===== src/rtl/conv_pkg.sv =====
// Shared definitions for the convolution datapath: FSM states, accumulator
// width rule and signed saturation helper reused by future conv arrays.
// Optional feature macro used by this slice: CONV_RELU_EN (see conv_sat_relu).
package conv_pkg;

  typedef enum logic [0:0] {
    ST_ACC,
    ST_OUT
  } state_t;

  // Width of the generic saturation helper; wide enough for any practical ACC_W.
  localparam int SAT_W = 64;

  // Accumulator width: full signed product plus growth for NTAP additions.
  function automatic int acc_width(input int data_w, input int ntap);
    return 2 * data_w + $clog2(ntap);
  endfunction

  // Clamp a signed value to the range of an out_w-bit signed number.
  function automatic logic signed [SAT_W-1:0] sat_s(input logic signed [SAT_W-1:0] acc,
                                                   input int out_w);
    logic signed [SAT_W-1:0] hi;
    logic signed [SAT_W-1:0] lo;
    hi = (64'sd1 <<< (out_w - 1)) - 64'sd1;
    lo = -hi - 64'sd1;
    if (acc > hi) begin
      return hi;
    end else if (acc < lo) begin
      return lo;
    end else begin
      return acc;
    end
  endfunction

endpackage


===== src/rtl/conv_sat_relu.sv =====
// Combinational result stage: optional ReLU followed by signed saturation,
// ACC_W bits in, OUT_W bits out.
// Define CONV_RELU_EN to clamp negative sums to zero before saturation.
module conv_sat_relu #(
  parameter int ACC_W = 19,
  parameter int OUT_W = 16
) (
  input  logic signed [ACC_W-1:0] acc_in,
  output logic signed [OUT_W-1:0] sat_out
);
  import conv_pkg::*;

  logic signed [SAT_W-1:0] wide;
  logic signed [SAT_W-1:0] clamped;

  // Sign-extend, optionally rectify, then clamp into the output range.
  always_comb begin
    wide = SAT_W'(acc_in);
`ifdef CONV_RELU_EN
    if (wide < 64'sd0) begin
      wide = 64'sd0;
    end
`else
    wide = wide;
`endif
    clamped = sat_s(wide, OUT_W);
    sat_out = OUT_W'(clamped);
  end

endmodule


===== src/rtl/conv_window_mac.sv =====
// Sequential KxK convolution MAC: programmable signed kernel, one tap per
// accepted pixel, one saturated result per window on a valid/ready port.
// Build option CONV_RELU_EN (handled inside conv_sat_relu) rectifies the sum.
module conv_window_mac #(
  parameter int KSIZE  = 3,
  parameter int DATA_W = 8,
  parameter int OUT_W  = 16
) (
  input  logic                                 clk,
  input  logic                                 rst,
  input  logic                                 w_we,
  input  logic [$clog2(KSIZE*KSIZE)-1:0]       w_addr,
  input  logic signed [DATA_W-1:0]             w_data,
  input  logic                                 px_valid,
  output logic                                 px_ready,
  input  logic signed [DATA_W-1:0]             px_data,
  output logic                                 out_valid,
  input  logic                                 out_ready,
  output logic signed [OUT_W-1:0]              out_data,
  output logic                                 busy
);
  import conv_pkg::*;

  localparam int NTAP   = KSIZE * KSIZE;
  localparam int AW     = $clog2(NTAP);
  localparam int ACC_W  = acc_width(DATA_W, NTAP);
  localparam int PROD_W = 2 * DATA_W;
  localparam logic [AW-1:0] LAST_TAP = AW'(NTAP - 1);
  localparam logic [AW:0]   NTAP_EXT = (AW + 1)'(NTAP);

  state_t                    state;
  logic [AW-1:0]             tap_idx;
  logic signed [ACC_W-1:0]   acc;
  logic signed [ACC_W-1:0]   acc_next;
  logic signed [PROD_W-1:0]  prod;
  logic signed [OUT_W-1:0]   sat_value;
  logic signed [DATA_W-1:0]  weights [NTAP];
  logic                      px_fire;
  logic                      out_fire;

  assign px_ready = (state == ST_ACC) && !rst;
  assign busy     = (tap_idx != '0) || (state == ST_OUT);
  assign px_fire  = px_valid && px_ready;
  assign out_fire = out_valid && out_ready;

  // Current tap product and the running sum it produces (restarts at tap 0).
  always_comb begin
    prod     = PROD_W'(weights[tap_idx]) * PROD_W'(px_data);
    acc_next = ((tap_idx == '0) ? ACC_W'(0) : acc) + ACC_W'(prod);
  end

  conv_sat_relu #(
    .ACC_W(ACC_W),
    .OUT_W(OUT_W)
  ) u_sat (
    .acc_in (acc_next),
    .sat_out(sat_value)
  );

  // Kernel storage: writes land only between windows so a window sees one kernel.
  always_ff @(posedge clk) begin
    if (w_we && !busy && ({1'b0, w_addr} < NTAP_EXT)) begin
      weights[w_addr] <= w_data;
    end
  end

  // Window FSM: accumulate NTAP taps, then hold the result until it is taken.
  always_ff @(posedge clk) begin
    if (rst) begin
      state     <= ST_ACC;
      tap_idx   <= '0;
      acc       <= '0;
      out_valid <= 1'b0;
      out_data  <= '0;
    end else begin
      case (state)
        ST_ACC: begin
          if (px_fire) begin
            acc <= acc_next;
            if (tap_idx == LAST_TAP) begin
              tap_idx   <= '0;
              state     <= ST_OUT;
              out_valid <= 1'b1;
              out_data  <= sat_value;
            end else begin
              tap_idx <= tap_idx + AW'(1);
            end
          end
        end
        ST_OUT: begin
          if (out_fire) begin
            state     <= ST_ACC;
            out_valid <= 1'b0;
          end
        end
        default: begin
          state <= ST_ACC;
        end
      endcase
    end
  end

endmodule


===== config.mk =====
export PLATFORM = sky130hd
export DESIGN_NAME = conv_window_mac
export DESIGN_NICKNAME = d
export VERILOG_FILES = /design/src/rtl/conv_pkg.sv /design/src/rtl/conv_sat_relu.sv /design/src/rtl/conv_window_mac.sv
export SDC_FILE = /design/constraint.sdc
export NUM_CORES = 1
export LEC_CHECK = 0
export ABC_AREA = 0
export BUFFER_PORTS_ARGS = -buffer_cell sky130_fd_sc_hd__buf_2
export CORE_MARGIN = 1.5
export CORE_UTILIZATION = 40
export DETAILED_ROUTE_END_ITERATION = 10
export PLACE_DENSITY = 0.57
export SLEW_MARGIN = 20
export SYNTH_ARGS = -nofsm -noshare
export SYNTH_HDL_FRONTEND = slang
export SYNTH_SLANG_ARGS = --single-unit

===== constraint.sdc =====
create_clock -name clk -period 9 [get_ports clk]
set_input_delay 0 -clock clk [delete_from_list [all_inputs] [get_ports clk]]
set_output_delay 0 -clock clk [all_outputs]
set_load 0.01 [all_outputs]

After elaboration in Yosys (flattened, before gate mapping). Memories as Yosys holds them, arrays and structs flattened. A register that Yosys moved wholly into a read port is not among the register bits. Cells that the tools add are included.

Bits in registers: 42. Latch bits: 0. Memory bits (writable): 72. Memory bits (read-only): 0. Input bits: 25. Output and inout port bits: 19. Word-level logic and storage cells: 46. Memories kept: 1.

$add $sub $neg: 2. Multiply operators: 1. Divide/modulo/power cells: 0. Magnitude comparators: 3. Equal/unequal tests: 4. Shift operators: 0. Mux-type cells: 16. Bitwise operators: 1. Reductions and logical operators: 13.

Memory list: weights (depth 9, bits a word 8, rd ports 1, clocked after Yosys merged registers in 1, wr ports 1, RTL line conv_window_mac.sv:37) `logic signed [DATA_W-1:0] weights [NTAP];`.

Operator list (number): 16-bit 2-to-1 mux (2); 20-bit by 16-bit adder with 20-bit output (1); 20-bit by 16-bit > comparator with 1-bit output (second input constant) (1); 20-bit by 16-bit less-than comparator with 1-bit output (second input constant) (1); 20-bit 2-to-1 mux (1); 8-bit by 8-bit multiplier with 16-bit output (1); 4-bit 2-to-1 mux (3); 1-bit 2-to-1 mux (8); 3-bit AND reduction (2); 1-bit logical AND (5); 4-bit by 1-bit adder with 4-bit output (second input constant) (1); 4-bit == test (second input constant) (1); 4-bit zero test (1); 4-bit less-than comparator (second input constant) (1); 2-bit by 1-bit != test with 1-bit output (second input constant) (2); 1-bit case mux with 2 select lines (2); 4-bit nonzero test (1); 1-bit zero test (2); 2-bit != test (second input constant) (1); 2-bit AND reduction (1); 1-bit logical OR (1); 1-bit inverter (1).

Longest topological paths before layout. Gate-level depths: netlist (run 1).

Depth after elaboration: 7. Mapped depth: 26. Mapped depth without buffers: 23.

Cells and area by module. Synthesis (run 1) repeated with hierarchy kept, for this count alone.

Cell total of the unflattened synthesis: 775. Area, all modules: 8663.3 sq um.

By module, submodules not included: conv_window_mac (instances 1, cells each 715, area each 8192.9 sq um, sequential area each 3083.0 sq um); conv_sat_relu (instances 1, cells each 60, area each 470.5 sq um, sequential area each 0.0 sq um).

Least setup slack after synthesis (run 1). Ideal clock, no wire load.

Path type: register to register. Start: register with a tool-made name. End: register out_data[1]. Setup time: 141 ps. Data arrival time: 6665 ps. Required time: 8859 ps. Slack: 2193 ps. Stages on the path, launching flop included: 23. Path buffers: 2. Period minus slack after synthesis: 6807 ps. Cell sequence: dfxtp_1 buf_2 mux4_2 mux2i_1 nor2_1 a21oi_1 nor2b_1 inv_1 fa_1 inv_1 fa_1 fa_1 fa_1 fa_1 ha_1 and3_1 a221oi_2 a211o_2 mux2i_1 a21oi_1 a21oi_2 buf_6 o32ai_1.

RTL lines: end signal, assigned (RTL line conv_window_mac.sv:84) `out_data <= sat_value;`; end, declared (RTL line conv_window_mac.sv:19) `output logic signed [OUT_W-1:0] out_data,`.

==> results, run 1 <==
- The number of register bits inferred by synthesis is 118.
- The count of final hold-check violations came to 0.
- The count of synthesis-stage warnings from yosys is 0.
- After synthesis, the share of flip-flops with an asynchronous set or reset is 0.
- The standard cell core area is 21000 sq um.
- The clock passes through at most 2 buffers.
- The first global-routing pass estimated 31200 um of wire.
- The worst setup path is captured at a flop.
- Synthesis produced a netlist whose cell count is 740.
- The worst reg-to-reg path cell count is 19.
- The met1 track utilization from global routing is 0.258.
- For met3 alone, demand over resource in global routing was 0.0309.
- The number of global-route vias before repair is 5833.
- The setup skew after layout is 0.0117 ns.
- The number of remaining DRC errors is 0.
- Among all stages on the critical path, the largest delay is contributed by sky130_fd_sc_hd__dfxtp_1.
- The detailed router's first-iteration violation count is 298.
- The number of nets still failing antenna checks after routing is 0.
- Timing would allow up to 130 MHz.
- The die width is about 150 um.
- The post-route minimum period is 7.70 ns.
- The worst slew slack as a fraction of its limit is 0.280.
- The area of the mapped netlist is 8520 sq um.
- The clock latency on the worst-skew pair is 0.41 ns.
- The worst register-to-register path has a setup slack of 1.30 ns.
- The root buffer cell is sky130_fd_sc_hd__clkbuf_16.
- The predominant post-synthesis flop cell is sky130_fd_sc_hd__edfxtp_1.
- The total overflow left after global routing is 0.
- The flow ran to the end, and the final reports show no timing, DRC or antenna violations.
- The total iterations of the first detailed-routing run is 5.
- The final-report setup violation count is 0.
- The number of cells on the critical path is 19.
- For this configuration, the core starts out at a cell density of 0.406.
- The routed design has 19000 um of wire.
- The number of placed I/O pins is 44.
- At the end of routability-driven placement, the weighted congestion stood at 0.807.
- The count of H-tree levels built during CTS is 4.
- Clock-pin slew was measured on the worst setup and hold paths at 0.06 ns.
- Prior to clock tree synthesis, the placed netlist has a worst setup slack of 1.25 ns.
- For the final routed database, the setup TNS stands at 0 ns.
- The worst setup path is launched from a flop.
- Once routing completed, OpenROAD measured the worst setup slack at 1.30 ns.
- The overall fraction of global-route tracks in use is 0.184.
- The area growth from synthesis to layout is 14.2%.
- For this run, the slowest stage of the critical path takes 0.81 ns.
- In the routed layout, each cell is associated on average with a via count of approximately 5.1.
- The worst endpoint data arrival time is 7.94 ns.
- Data on the critical path is required at its endpoint by 9.25 ns.
- The end of the worst register-to-register path is out_data[1].
- Grouping stages by cell kind, the critical path spends the most delay in adder cells.
- The layout net count is approximately 950.
- The number of buffers created by CTS is 17.
- After synthesis, the mean cell area works out to about 12 sq um.
- TritonCTS built the clock tree.
- The total buffers and inverters traversed by the critical path is 1.
- The most frequent cell on the critical path is sky130_fd_sc_hd__fa_1.
- The count of instances resized after the clock tree is built is 0.
- The sequential cells in the finished layout cover a total of 3080 sq um.
- The top cell types in the final layout, fill and taps aside, are sky130_fd_sc_hd__inv_1 (89), sky130_fd_sc_hd__fa_1 (88), sky130_fd_sc_hd__edfxtp_1 (72).
- The average detailed-routed wire length per instance is approximately 18 um.
- The type of the setup path with the least slack is reg -> reg.
- The final count of pins violating max slew is 0.
- The height of the die is 149 um.
- The total of fill cells in the finished design is 1951.
- The number of max-capacitance violations reported is 0.
- The row count is 53.
- At the pin with the least slew margin, the transition time is between 1 and 1.5 ns.
- The fraction of final layout cells with drive strength greater than 1 is 0.161.
- The number of enable-type register cells in the synthesized netlist is 72.
- The CTS sink count is 118.
- The most critical setup path has its endpoint at out_data[1].
- The initial antenna violation count is 0.
- The tightest min-delay check is of the in -> reg type.
- The total die area is 22200 sq um.
- 0 antenna diodes ended up in the layout.
- The share of the clock period used by the worst path after layout is 0.855.
- The signal on the critical path passes through mux4_2, mux2i_1, nor2_1, a21oi_1, nand2_1, fa_1, fa_1, inv_1, fa_1, fa_1, fa_1, ha_1, and3_1, a221oi_2, a2111oi_0, a311oi_1, nand3_1, o22ai_2, o32ai_1.
- The total number of vias is 5550.
- The library cell used most frequently in the layout, excluding fill and tap cells, is sky130_fd_sc_hd__inv_1.
- Summed over all nets, the half-perimeter wirelength after detailed placement is 14400 um.
- For this run, the register share of the synthesized area comes to 0.362.
- The maximum number of pins on one net before global-route repair is 40.
- Along the worst path, the maximum fanout reaches 16.
- The post-synthesis net count is 901.
- The distinct cell type count after synthesis is 64.
- The number of port buffers is 43.
- In the global route stage, met2 resource usage came out at 0.297.
- In this run the most used layer during global routing was met2.
- Setup repair after global routing left no endpoint under its margin.
- The total area of multi-input combinational cells is 5000 sq um.
==> metal layers <==
metal	share of wire	vias up	wire, um
met1	0.48	2805	9050
met2	0.48	101	9050
met5	0	-	0
met4	0.011	0	206
li1	-	2628	-
met3	0.034	16	645
==> cells by family after synthesis <==
kind of cell / Yosys count / share of synthesized area
compound gates: 87 / 0.0864
xor+xnor: 19 / 0.0226
fa+ha+maj: 136 / 0.277
buf+inv: 114 / 0.0525
flops: 118 / 0.362
mux: 25 / 0.0529
simple gates: 241 / 0.146
==> worst min-delay path by stage <==
stage / startpoint / to / slack (ns) / depth (start not counted)
final: w_addr[1] / weights[4][4] / 0.08 / 2
after floorplan: rst / px_ready / 0.05 / 1
after global placement: w_data[3] / weights[2][3] / 0.27 / 1
after CTS: w_addr[1] / weights[4][5] / 0.07 / 2
after detailed placement: w_data[3] / weights[3][3] / 0.28 / 1
after global routing: w_addr[1] / weights[4][4] / 0.09 / 2
==> synthesized netlist by cell type, types with 2 or more instances <==
master                      instances  area share
sky130_fd_sc_hd__a2111oi_2          2      0.0035
sky130_fd_sc_hd__a211oi_1           5      0.0044
sky130_fd_sc_hd__a21o_1             3      0.0026
sky130_fd_sc_hd__a21oi_1           17       0.010
sky130_fd_sc_hd__a21oi_2            2      0.0021
sky130_fd_sc_hd__a31o_2             2      0.0021
sky130_fd_sc_hd__and2_1            21       0.015
sky130_fd_sc_hd__and3_1             4      0.0029
sky130_fd_sc_hd__buf_1              3      0.0013
sky130_fd_sc_hd__buf_2              3      0.0018
sky130_fd_sc_hd__buf_6              2      0.0026
sky130_fd_sc_hd__clkbuf_1          16      0.0071
sky130_fd_sc_hd__dfxtp_1           46        0.11
sky130_fd_sc_hd__edfxtp_1          72        0.25
sky130_fd_sc_hd__fa_1              88        0.21
sky130_fd_sc_hd__ha_1              48       0.071
sky130_fd_sc_hd__inv_1             89       0.039
sky130_fd_sc_hd__mux2i_1            9       0.011
sky130_fd_sc_hd__mux4_2            16       0.042
sky130_fd_sc_hd__nand2_1           52       0.023
sky130_fd_sc_hd__nand2b_1          25       0.018
sky130_fd_sc_hd__nand3_1           19       0.011
sky130_fd_sc_hd__nor2_1            53       0.023
sky130_fd_sc_hd__nor2b_1           42       0.031
sky130_fd_sc_hd__nor3_1             5      0.0029
sky130_fd_sc_hd__nor3b_1            3      0.0026
sky130_fd_sc_hd__nor4_1             2      0.0015
sky130_fd_sc_hd__o21a_1             4      0.0035
sky130_fd_sc_hd__o21ai_0           17       0.010
sky130_fd_sc_hd__o221ai_1           2      0.0021
sky130_fd_sc_hd__o22ai_2            2      0.0029
sky130_fd_sc_hd__o31a_1             2      0.0021
sky130_fd_sc_hd__o31ai_1            3      0.0026
sky130_fd_sc_hd__o32ai_1            3      0.0031
sky130_fd_sc_hd__o32ai_2            9       0.017
sky130_fd_sc_hd__o41ai_2            2      0.0038
sky130_fd_sc_hd__or2_2              2      0.0015
sky130_fd_sc_hd__or3_1              4      0.0029
sky130_fd_sc_hd__xnor2_1           12       0.012
sky130_fd_sc_hd__xor2_1             5      0.0051
==> repair_timing <==
| action | 4_1_cts | 5_1_grt |
|---|---|---|
| setup buffers | 0 | 0 |
| hold buffers | 9 | 0 |
| endpoints found under the hold margin | 74 | 0 |
==> flip-flops by register name (all words and copies together), names as in the netlist, named ones only <==
register,cells
acc,20
out_data,16
out_valid,1
state,1
tap_idx,4
weights,72
==> metrics by stage <==
step	util	std cells	instance area [sq um]	hold slack [ns]
after floorplan	-	740	8520	0.0545
after global placement	0.430	1040	9020	0.275
after detailed placement	0.430	1040	9020	0.282
after CTS	0.464	1081	9730	0.0739
after global routing	0.464	1081	9730	0.0863
final	0.464	1081	9730	0.0802
==> layout make-up <==
type,count,area share
sequential,118,0.317
inverter,90,0.0347
clock inverter,13,0.0178
multi-input combinational,508,0.514
tap,275,0.0354
timing repair buffer,58,0.0360
clock buffer,19,0.0455
Power of run 1 is left out: the tool's default activity adds up to more than one toggle a clock period on the data nets, which glitch-free logic cannot reach.
==> run 2, diff against run 1 <==
--- a/config.mk
+++ b/config.mk
@@ -10,7 +10,7 @@
 export CORE_MARGIN = 1.5
 export CORE_UTILIZATION = 40
 export DETAILED_ROUTE_END_ITERATION = 10
-export PLACE_DENSITY = 0.57
+export PLACE_DENSITY = 0.58
 export SLEW_MARGIN = 20
 export SYNTH_ARGS = -nofsm -noshare
 export SYNTH_HDL_FRONTEND = slang
==> results, run 2 (same netlist as run 1, synthesis figures left out) <==
- The flow ran to the end, and the final reports show no timing, DRC or antenna violations.
- The floorplan has 53 rows.
- After legalization and detailed placement, the total HPWL measured 13700 um.
- The total grt overflow is 0.
- In this run the most critical hold path is launched from w_addr[1].
- The type of the most critical hold path is in -> reg.
- The tool flagged a number of max-cap violations equal to 0.
- The antenna diode count is 0.
- The count of final hold-check violations is 0.
- Setup violations remaining at the end of the flow were counted as 0.
- At the pin with the least slew margin, the transition time is approximately 0.96 ns.
- The total number of vias is 5438.
- The worst setup path is captured at a flop.
- The total die area is 22200 sq um.
- Measured along the x axis, the die boundary spans roughly 150 um.
- The worst setup path is launched from a flop.
- In this run the remaining antenna-violating nets after routing total 0.
- Setup repair after global routing left no endpoint under its margin.
- The routability congestion estimate is 0.811.
- TritonCTS created 17 clock buffers.
- The number of vias per cell is about 5.0.
- After clock tree synthesis, the repair step resized 0 gates.
- On the final layout, the worst clock skew is 0.0129 ns.
- For the worst flop-to-flop path, the logic depth is 20.
- The number of global-route vias before repair is 5622.
- The worst endpoint data arrival time is 8.23 ns.
- The root buffer cell is sky130_fd_sc_hd__clkbuf_16.
- The share of the clock period used by the worst path after layout is 0.885.
- In the layout the commonest cells are sky130_fd_sc_hd__inv_1 (89), sky130_fd_sc_hd__fa_1 (88), sky130_fd_sc_hd__edfxtp_1 (72).
- The internal reg-to-reg setup slack is 1.04 ns.
- Of all nets on the critical path, the largest fanout is 13.
- After clock tree synthesis, the flow added hold-fix buffers numbering 9.
- The register with the most flip-flops in the layout has 72 of them.
- The CTS sink count is 118.
- The total iterations of the first detailed-routing run is 4.
- The standard cell core area is around 21000 sq um.
- After detailed routing, the average wire length per cell comes to 17.1 um.
- The largest registers in the layout are weights: 72 flops, acc: 20 flops, out_data: 16 flops.
- The most common cell after layout, fill and taps aside is sky130_fd_sc_hd__inv_1.
- The aggregate negative setup slack is 0 ns.
- The maximum number of pins on one net before global-route repair is 40.
- The worst slew slack as a fraction of its limit is 0.358.
- From bottom edge to top edge, the die measures 149 um.
- The count of H-tree levels built during CTS is 4.
- The number of remaining DRC errors is 0.
- Buffers added to address setup during post-CTS repair amount to 0.
- The final count of pins violating max slew came to 0.
- In the final layout, the share of cells above drive strength 1 is 0.163.
- Counting I/O delays and the setup requirement, the final critical path takes between 7 and 8 ns.
- The TritonCTS clock tree is built.
- Based on the critical path, the design can be clocked at up to 126 MHz.
- The signed area change from the synthesized netlist to the final layout is 13.8%.
- After clock tree synthesis, the clock-pin slew on the worst setup and hold paths is 0.06 ns.
- The worst register-to-register path ends at out_data[2].
- STA puts the critical path data required time at between 9 and 10 ns.
- The starting density of the core is 0.406.
- Counting the fill cells in the layout gives between 1500 and 2000.
- For this run, the total global-route usage over all layers was measured as 0.179.
- Following the worst setup path forward leads to its endpoint at out_data[2].
- The net count of the finished layout is 954.
- The number of placed I/O pins is 44.
- The number of port buffers is 43.
- The type of the setup path with the least slack is reg -> reg.
- The first global-routing pass estimated 30100 um of wire.
- The initial antenna violation count was 0.
- The largest register by flop count is weights.
- The clock latency on the worst-skew pair is approximately 0.42 ns.
- In this run, the number of DRC markers left after iteration 0 of detailed routing was 243.
- The maximum root-to-sink buffer count is 2.
- The final layout contains routed wiring with a total length of ~18000 um.
[run 2: metrics by stage]
stage	instances	util	hold slack (ns)	area (sq um)	setup WS, ns
after floorplan	740	-	0.0545	8520	2.19
after global placement	1040	0.430	0.294	9020	1.11
after detailed placement	1040	0.430	0.296	9020	0.957
after CTS	1081	0.463	0.0616	9690	0.932
after global routing	1081	0.463	0.0804	9690	0.351
final	1081	0.463	0.0702	9690	1.04
[run 2: area by class of cell]
type,count,area (sq um),share of cell area
clock buffer,17,425,0.0439
clock inverter,15,155,0.0160
inverter,90,338,0.0349
multi-input combinational,508,5000,0.515
timing repair buffer,58,350,0.0361
tap,275,344,0.0355
sequential,118,3080,0.318
[run 2: critical path, stage by stage (launching register included)]
cell	delay, ns
sky130_fd_sc_hd__dfxtp_1	0.69
sky130_fd_sc_hd__buf_4	0.32
sky130_fd_sc_hd__mux4_2	0.53
sky130_fd_sc_hd__mux2i_1	0.15
sky130_fd_sc_hd__nor2_1	0.06
sky130_fd_sc_hd__a21oi_1	0.60
sky130_fd_sc_hd__nand2_1	0.18
sky130_fd_sc_hd__fa_1	0.54
sky130_fd_sc_hd__fa_1	0.55
sky130_fd_sc_hd__inv_1	0.05
sky130_fd_sc_hd__fa_1	0.52
sky130_fd_sc_hd__fa_1	0.53
sky130_fd_sc_hd__fa_1	0.49
sky130_fd_sc_hd__ha_1	0.36
sky130_fd_sc_hd__and3_1	0.20
sky130_fd_sc_hd__a221oi_2	0.36
sky130_fd_sc_hd__a2111oi_0	0.18
sky130_fd_sc_hd__a311oi_1	0.39
sky130_fd_sc_hd__nand3_1	0.22
sky130_fd_sc_hd__o22ai_2	0.71
sky130_fd_sc_hd__o32ai_2	0.17
[run 2: worst min path at each step]
stage	to	cells after the start
5_1_grt	weights[4][4]	2
6_report	weights[4][4]	2
4_1_cts	weights[0][4]	2
3_5_place_dp	weights[5][4]	1
3_3_place_gp	out_valid	4
2_1_floorplan	px_ready	1
[run 2: layer usage]
layer  routed length, um  GRT usage
met1                9190      0.264
met4                  63     0.0426
met5                   0          0
met3                 619     0.0294
met2                8560      0.278
Power of run 2 is left out for the same reason.
